**src/rtl/pe_stream_driver.sv**
```systemverilog
// pe_stream_driver: array-side driver for a single PE.
// Holds the filter taps and a stride-1 ifmap window, issues K multiply beats
// per output window together with the incoming psum, and collects the PE
// results into a credit-protected show-ahead FIFO.
`timescale 1ns/1ps
module pe_stream_driver #(
   parameter int DATA_WIDTH  = 16,
   parameter int KERNEL_SIZE = 3,
   parameter int OUT_DEPTH   = 4,
   parameter int CNT_W       = 16
) (
   input  logic                               clk,
   input  logic                               rstn,
   input  logic                               start,
   input  logic [$clog2(KERNEL_SIZE+1)-1:0]   kernel_size_cfg,
   input  logic [CNT_W-1:0]                   num_out_cfg,
   input  logic                               fltr_wr_en,
   input  logic [$clog2(KERNEL_SIZE)-1:0]     fltr_wr_addr,
   input  logic [DATA_WIDTH-1:0]              fltr_wr_data,
   input  logic                               ifmap_valid,
   output logic                               ifmap_ready,
   input  logic [DATA_WIDTH-1:0]              ifmap_data,
   input  logic                               psum_in_valid,
   output logic                               psum_in_ready,
   input  logic [2*DATA_WIDTH-1:0]            psum_in_data,
   output logic                               pe_en,
   output logic [DATA_WIDTH-1:0]              pe_ifmap,
   output logic [DATA_WIDTH-1:0]              pe_fltr,
   output logic [2*DATA_WIDTH-1:0]            pe_psum_m2p,
   output logic [$clog2(KERNEL_SIZE+1)-1:0]   pe_kernel_size,
   input  logic [2*DATA_WIDTH-1:0]            pe_psum_p2m,
   input  logic                               pe_valid,
   output logic                               out_valid,
   input  logic                               out_ready,
   output logic [2*DATA_WIDTH-1:0]            out_data,
   output logic                               busy,
   output logic                               done,
   output logic                               err
);
   localparam int KW  = $clog2(KERNEL_SIZE+1);
   localparam int AW  = $clog2(KERNEL_SIZE);
   localparam int PW  = 2*DATA_WIDTH;
   localparam int FAW = $clog2(OUT_DEPTH);
   localparam int FCW = FAW + 1;
   localparam int SW  = FCW + 1;

   typedef enum logic [2:0] {
      S_IDLE  = 3'd0,
      S_PRIME = 3'd1,
      S_RUN   = 3'd2,
      S_DRAIN = 3'd3,
      S_FIN   = 3'd4
   } state_t;

   state_t state, state_nx;

   logic [DATA_WIDTH-1:0] fltr [KERNEL_SIZE];
   logic [DATA_WIDTH-1:0] win  [KERNEL_SIZE];

   logic [KW-1:0]    k_q, k_m1, prime_cnt, beat, cur_beat;
   logic [CNT_W-1:0] n_q, win_cnt, win_cnt_nx;
   logic             active;
   logic [PW-1:0]    psum_q;
   logic [FCW-1:0]   outst, fcnt;
   logic [PW-1:0]    fifo_mem [OUT_DEPTH];
   logic [FAW-1:0]   wptr, rptr;

   logic idle_start, cfg_ok, credit_ok, start_win, issuing, last_beat;
   logic run_exit, prime_last, capture, fifo_empty, fifo_full, push, pop, drop;

   // Job control and window-issue decode
   always_comb begin
      idle_start = (state == S_IDLE) && start;
      cfg_ok     = (kernel_size_cfg != '0) && (kernel_size_cfg <= KW'(KERNEL_SIZE))
                   && (num_out_cfg != '0);
      k_m1       = k_q - KW'(1);
      // Credit counts results already queued plus results still inside the PE,
      // so a window only starts when its result is guaranteed a FIFO slot.
      credit_ok  = ({1'b0, fcnt} + {1'b0, outst}) < SW'(OUT_DEPTH);
      start_win  = (state == S_RUN) && !active && (win_cnt < n_q)
                   && ifmap_valid && psum_in_valid && credit_ok;
      issuing    = (state == S_RUN) && (active || start_win);
      cur_beat   = active ? beat : '0;
      last_beat  = issuing && (cur_beat == k_m1);
      win_cnt_nx = (start_win && (win_cnt != '1)) ? win_cnt + CNT_W'(1) : win_cnt;
      run_exit   = last_beat && (win_cnt_nx >= n_q);
      prime_last = (state == S_PRIME) && ifmap_valid && (prime_cnt == k_q - KW'(2));
   end

   // Result capture and FIFO push/pop decode
   always_comb begin
      fifo_empty = (fcnt == '0);
      fifo_full  = (fcnt == FCW'(OUT_DEPTH));
      pop        = !fifo_empty && out_ready;
      capture    = (state != S_IDLE) && pe_valid && (outst != '0);
      // A pop in the same cycle frees the slot, so push at full is legal then.
      push       = capture && (!fifo_full || pop);
      drop       = capture && fifo_full && !pop;
   end

   // FSM state register
   always_ff @(posedge clk or negedge rstn) begin
      if (!rstn) state <= S_IDLE;
      else       state <= state_nx;
   end

   // FSM next-state logic
   always_comb begin
      state_nx = state;
      case (state)
         S_IDLE:  if (start) begin
                     if (!cfg_ok)                        state_nx = S_FIN;
                     else if (kernel_size_cfg == KW'(1)) state_nx = S_RUN;
                     else                                state_nx = S_PRIME;
                  end
         S_PRIME: if (prime_last) state_nx = S_RUN;
         S_RUN:   if (run_exit) state_nx = S_DRAIN;
         S_DRAIN: if ((outst == '0) && fifo_empty) state_nx = S_FIN;
         S_FIN:   state_nx = S_IDLE;
         default: state_nx = S_IDLE;
      endcase
   end

   // FSM outputs: handshakes, enables and status
   always_comb begin
      ifmap_ready   = (state == S_PRIME) || start_win;
      psum_in_ready = start_win;
      pe_en         = issuing;
      busy          = (state != S_IDLE);
      done          = (state == S_FIN);
   end

   // PE operand selection; with K==1 the only sample arrives on the start cycle
   always_comb begin
      pe_ifmap = '0;
      pe_fltr  = '0;
      if (issuing) begin
         pe_ifmap = (start_win && (k_q == KW'(1))) ? ifmap_data : win[cur_beat[AW-1:0]];
         pe_fltr  = fltr[cur_beat[AW-1:0]];
      end
      // The register is only loaded at the end of beat 0, so bypass it then.
      pe_psum_m2p = start_win ? psum_in_data : psum_q;
   end

   assign pe_kernel_size = k_q;
   assign out_valid      = !fifo_empty;
   assign out_data       = fifo_mem[rptr];

   // Filter regfile; writable only while idle
   always_ff @(posedge clk or negedge rstn) begin
      if (!rstn) begin
         for (int i = 0; i < KERNEL_SIZE; i++) fltr[i] <= '0;
      end else if ((state == S_IDLE) && fltr_wr_en && (int'(fltr_wr_addr) < KERNEL_SIZE)) begin
         fltr[fltr_wr_addr] <= fltr_wr_data;
      end
   end

   // Job configuration latched on an accepted start
   always_ff @(posedge clk or negedge rstn) begin
      if (!rstn) begin
         k_q <= '0;
         n_q <= '0;
      end else if (idle_start && cfg_ok) begin
         k_q <= kernel_size_cfg;
         n_q <= num_out_cfg;
      end
   end

   // Sticky error on a dropped result; a start clears it
   always_ff @(posedge clk or negedge rstn) begin
      if (!rstn)           err <= 1'b0;
      else if (idle_start) err <= 1'b0;
      else if (drop)       err <= 1'b1;
   end

   // Ifmap window: primed from index 0, newest sample lands in slot K-1
   always_ff @(posedge clk or negedge rstn) begin
      if (!rstn) begin
         for (int i = 0; i < KERNEL_SIZE; i++) win[i] <= '0;
      end else if ((state == S_PRIME) && ifmap_valid) begin
         win[prime_cnt[AW-1:0]] <= ifmap_data;
      end else if (state == S_RUN) begin
         if (last_beat)
            for (int i = 0; i < KERNEL_SIZE-1; i++) win[i] <= win[i+1];
         // Later assignment wins: for K==1 the fresh sample is kept.
         if (start_win) win[k_m1[AW-1:0]] <= ifmap_data;
      end
   end

   // Prime, window and beat counters plus the held psum
   always_ff @(posedge clk or negedge rstn) begin
      if (!rstn) begin
         prime_cnt <= '0;
         win_cnt   <= '0;
         beat      <= '0;
         active    <= 1'b0;
         psum_q    <= '0;
      end else if (idle_start) begin
         prime_cnt <= '0;
         win_cnt   <= '0;
         beat      <= '0;
         active    <= 1'b0;
      end else begin
         if ((state == S_PRIME) && ifmap_valid && (prime_cnt != '1))
            prime_cnt <= prime_cnt + KW'(1);
         win_cnt <= win_cnt_nx;
         if (start_win) psum_q <= psum_in_data;
         if (last_beat) begin
            active <= 1'b0;
            beat   <= '0;
         end else if (issuing) begin
            active <= 1'b1;
            beat   <= cur_beat + KW'(1);
         end
      end
   end

   // Results in flight inside the PE
   always_ff @(posedge clk or negedge rstn) begin
      if (!rstn) outst <= '0;
      else if (start_win && !capture && (outst != '1)) outst <= outst + FCW'(1);
      else if (capture && !start_win)                  outst <= outst - FCW'(1);
   end

   // Output FIFO storage and pointers
   always_ff @(posedge clk or negedge rstn) begin
      if (!rstn) begin
         for (int i = 0; i < OUT_DEPTH; i++) fifo_mem[i] <= '0;
         wptr <= '0;
         rptr <= '0;
         fcnt <= '0;
      end else begin
         if (push) begin
            fifo_mem[wptr] <= pe_psum_p2m;
            wptr           <= wptr + FAW'(1);
         end
         if (pop) rptr <= rptr + FAW'(1);
         if (push && !pop)      fcnt <= fcnt + FCW'(1);
         else if (pop && !push) fcnt <= fcnt - FCW'(1);
      end
   end

endmodule

```
**config.mk**
```make
export PLATFORM = sky130hd
export DESIGN_NAME = pe_stream_driver
export DESIGN_NICKNAME = d
export VERILOG_FILES = /design/src/rtl/pe_stream_driver.sv
export SDC_FILE = /design/constraint.sdc
export NUM_CORES = 1
export LEC_CHECK = 0
export ABC_AREA = 1
export BUFFER_PORTS_ARGS = -buffer_cell sky130_fd_sc_hd__buf_2
export CORE_ASPECT_RATIO = 0.75
export CORE_MARGIN = 2
export CORE_UTILIZATION = 50
export DETAILED_ROUTE_END_ITERATION = 8
export PLACE_DENSITY_LB_ADDON = 0.25
export SLEW_MARGIN = 20
export SYNTH_ARGS = -nofsm -noshare
export SYNTH_HDL_FRONTEND = slang
export SYNTH_SLANG_ARGS = --single-unit
```
**constraint.sdc**
```tcl
create_clock -name clk -period 4.25 [get_ports clk]
set_input_delay 0.2125 -clock clk [delete_from_list [all_inputs] [get_ports clk]]
set_output_delay 0.2125 -clock clk [all_outputs]
set_load 0.05 [all_outputs]
```
==> results.py <==
metrics = {
    "grt": {
        "busiest_layer": "met2",
        "grt_pass1_wl_um": 72410,
        "grt_use_met3_pct": 4.106,
        "grt.total_usage_pct": 26.26,
        "grt-ovfl-total": 0,
        "grtUsageMet1_pct": 37.41,
        "antenna_found_initial": 1,
        "grt_pass1_vias": 14060,
        "grt_max_degree": 104,
        "met2_usage_pct": 41.38,
    },
    "route": {
        "final_antenna_net_count": 0,
        "route.detailed.drc": 0,
        "wirelength_um": 44160,
        "vias_per_cell": 5.425,
        "first_iter_violations": 1202,
        "num_vias": 14070,
        "first_pass_iters": 5,
        "wl_per_cell_um": 17.02,
    },
    "critical_path": {
        "cp.required_ns": 4.04,
        "cp-end-kind": "primary output",
        "slowest_delay_ns": 0.41,
        "critPathMaxFanout": 36,
        "critical_path_class": "flop to primary output",
        "crit_chain": "ha_1 -> a21oi_1 -> nor2_1 -> nor3_1 -> nand2_1 -> nand2_1 -> nand2_1 -> nand2_1 -> nand2_4 -> buf_4 -> nand2_2 -> inv_2 -> a211oi_1 -> buf_2",
        "cpMostUsedCell": "nand2_1",
        "cp-start-kind": "flop",
        "critical_path_arrival_ns": 3.56,
        "cp_slowest_cell": "dfrtp_1",
    },
    "layout": {
        "layout.area.seq_um2": 7734,
        "drive_gt1_share_pct": 23.71,
        "syn_to_final_growth_pct": 21.67,
        "multiInputGateArea_um2": 7416,
        "nets": 2301,
        "fillCellCount": 2704,
    },
    "logic_synthesis": {
        "synth_area_um2": 16330,
        "yosys_warnings": 0,
        "ys_ff_latch": 309,
        "synth_common_cells": "nand2_1 (414), dfrtp_1 (309), inv_1 (172)",
        "synth-edff-count": 0,
        "ys_seq_area_share_pct": 47.35,
        "postSynthCellCount": 1830,
        "synth_top_area_share_pct": 47.35,
        "synth_flop_cell": "dfrtp_1",
        "synth_most_common_cell": "nand2_1",
        "syn_avg_cell_area_um2": 8.925,
        "synth_cell_types": 46,
        "postSynth.asyncResetShare_pct": 100.0,
        "synthTopCellsByArea": "dfrtp_1 (47%), mux2_2 (11%), nand2_1 (9.5%), o21ai_0 (4.4%), inv_1 (4.0%)",
        "yosys.area.top_type": "dfrtp_1",
        "synth_nets": 2003,
    },
    "sta": {
        "fmax_ghz": 0.2650,
        "slew_viol_final": 0,
        "fin_crit_ns": 3.773,
        "timing.setup.tns_ns": 0,
        "slew_headroom_pct": 27.33,
        "tightest_slew_ns": 1.087,
        "rsz0062_at_grt": "false",
        "finalCritPeriodShare_pct": 88.77,
        "setup_slack_ns": 0.4771,
        "finalSetupViolCount": 0,
        "final-hold-violation-count": 0,
        "fin_skew_ns": 0.01773,
    },
    "power_and_ir_drop": {
        "internal_power_mw": 8.610,
        "power-per-cell-area_nw_per_um2": 787.5,
        "pwr-share-clk_pct": 18.6,
        "pwr-share-comb_pct": 48.5,
        "switching_share_pct": 44.98,
        "peakVddDrop_uv": 577.5,
        "power.leakage_nw": 9.893,
        "p_seq_share_pct": 32.9,
        "power.switching_mw": 7.038,
    },
    "clocking": {
        "cts_buffers": 34,
        "clock-sinks": 309,
        "clockRootBuffer": "clkbuf_16",
        "insertion_delay_ns": 0.53,
        "path_clk_slew_ns": 0.06,
        "htreeDepth": 2,
        "cts_buffer_depth": 3,
        "cts_tree": "done",
        "cts_setup_buffers": 0,
    },
    "run_status": {
        "status": "complete, no violations",
    },
    "place": {
        "place_hpwl_um": 27470,
        "post-place-ws_ns": 0.6809,
        "routabilityCongestion": 0.8839,
        "io_buffers": 228,
    },
    "floorplan": {
        "die_width_um": 212.7,
        "rows": 57,
        "coreArea_um2": 32310,
        "io_pins": 229,
        "die_h_um": 160.5,
        "start_util_pct": 50.55,
        "die_area_um2": 34140,
    },
    "run": {
        "cap_violations": 0,
    },
    "hold_path": {
        "hp-class": "input pin to flop",
    },
}
==> worst max-delay path, delay by kind of cell (launching register included) <==
family	cells	cell delay (ns)
buffers and inverters	3	0.91
adder cells (fa/ha/maj)	1	0.31
flip-flops	1	0.41
AND/OR/NAND/NOR	8	0.89
AO/OA/AOI/OAI	2	0.48
==> layout by cell type (no fill, tap or decap), types with 3 or more instances in the layout <==
master           n
a211oi_1         7
a21oi_1         30
a22oi_1         16
a32oi_1         15
buf_2          227
buf_4           24
clkbuf_1         7
clkbuf_16       34
clkbuf_8        12
clkinv_2         3
dfrtp_1        308
dlygate4sd3_1  100
ha_1            47
inv_1          171
inv_2            7
inv_4            3
mux2_1           8
mux2_2         154
nand2_1        414
nand2_2          5
nand3_1        120
nand4_1          7
nor2_1         126
nor2_2           3
nor2_4           7
nor3_1          10
nor4_1           7
o211ai_1         3
o21ai_0        144
o21ai_1         13
o21ai_2         14
o22ai_1         63
xor2_1          15
==> final timing paths <==
| check | start | to | slack, ns | cells past startpoint |
|---|---|---|---|---|
| worst max-delay path | win_cnt[5]$_DFF_PN0_ | pe_ifmap[15] | 0.48 | 14 |
| worst min-delay path | ifmap_data[13] | win[13]$_DFFE_PN0P_ | 0.03 | 3 |
| worst max register to register | win_cnt[5]$_DFF_PN0_ | state[1]$_DFFE_PN0P_ | 0.66 | 27 |
| worst min register to register | psum_q[19]$_DFFE_PN0N_ | psum_q[19]$_DFFE_PN0N_ | 0.48 | 2 |
| max in group asynchronous | rstn | fltr[24]$_DFFE_PN0P_ | 2.84 | 3 |
| min in group asynchronous | rstn | fifo_mem[49]$_DFFE_PN0P_ | 0.29 | 2 |
==> registers in the layout (all words and copies together) (netlist names) <==
name            flops
win_cnt            16
active              1
fifo_mem          128
state               3
win                48
outst               3
rptr                2
prime_cnt           2
beat                2
psum_q             32
err                 1
fcnt                3
wptr                2
fltr               48
n_q                16
pe_kernel_size      2
==> layout make-up <==
type / instances / share of cell area, %
diodes: 1 / 0.01259
inverters: 184 / 3.520
well taps: 442 / 2.783
clock buffers: 53 / 5.245
multi-input cells: 1245 / 37.32
flip-flops and latches: 309 / 38.92
repair buffers: 354 / 11.94
clock inverters: 6 / 0.2582
==> power by group through the flow <==
stage	Sequential [mW]	Clock [mW]	Combinational (mW)
2_1_floorplan	5.00	0	5.83
3_3_place_gp	5.10	0	7.30
3_5_place_dp	5.18	0	7.45
4_1_cts	5.14	2.98	7.56
5_1_grt	5.33	3.11	8.33
6_report	5.14	2.91	7.59
==> routing by layer <==
| metal | part of all wire [%] | wire, µm |
|---|---|---|
| met1 | 46 | 20250 |
| met2 | 46 | 20100 |
| met3 | 6.4 | 2836 |
| met4 | 2.2 | 981 |
| met5 | 0 | 0 |
==> cells by family (layout without fill, tap and decap cells) <==
| logic type | Yosys count | in the layout | synth area share, % |
|---|---|---|---|
| AND/OR/NAND/NOR | 707 | 707 | 18.24 |
| AO/OA/AOI/OAI | 310 | 310 | 11.15 |
| flip-flops | 309 | 309 | 47.35 |
| buffers and inverters | 276 | 597 | 7.332 |
| multiplexers | 162 | 162 | 11.17 |
| adder cells (fa/ha/maj) | 49 | 49 | 3.846 |
| XOR/XNOR | 17 | 17 | 0.9117 |
| other | 0 | 1 | 0 |
==> stage by stage <==
step / area [µm²] / util (%) / hold WS, ns / total power [mW] / std cells
2_1_floorplan: 16330 / - / -0.08309 / 10.83 / 1830
3_3_place_gp: 17750 / 54.94 / 0.3071 / 12.40 / 2433
3_5_place_dp: 17750 / 54.94 / 0.3118 / 12.63 / 2433
4_1_cts: 19840 / 61.42 / 0.007631 / 15.68 / 2592
5_1_grt: 19870 / 61.50 / 0.03631 / 16.76 / 2594
6_report: 19870 / 61.50 / 0.02822 / 15.65 / 2594
==> what timing repair did <==
action                                 4_1_cts  5_1_grt
gates resized for setup                      0        0
hold buffers                               100        0
setup endpoints to repair                    0        0
endpoints found under the hold margin      326        0
Note: power is estimated with default switching activity, not from simulation.
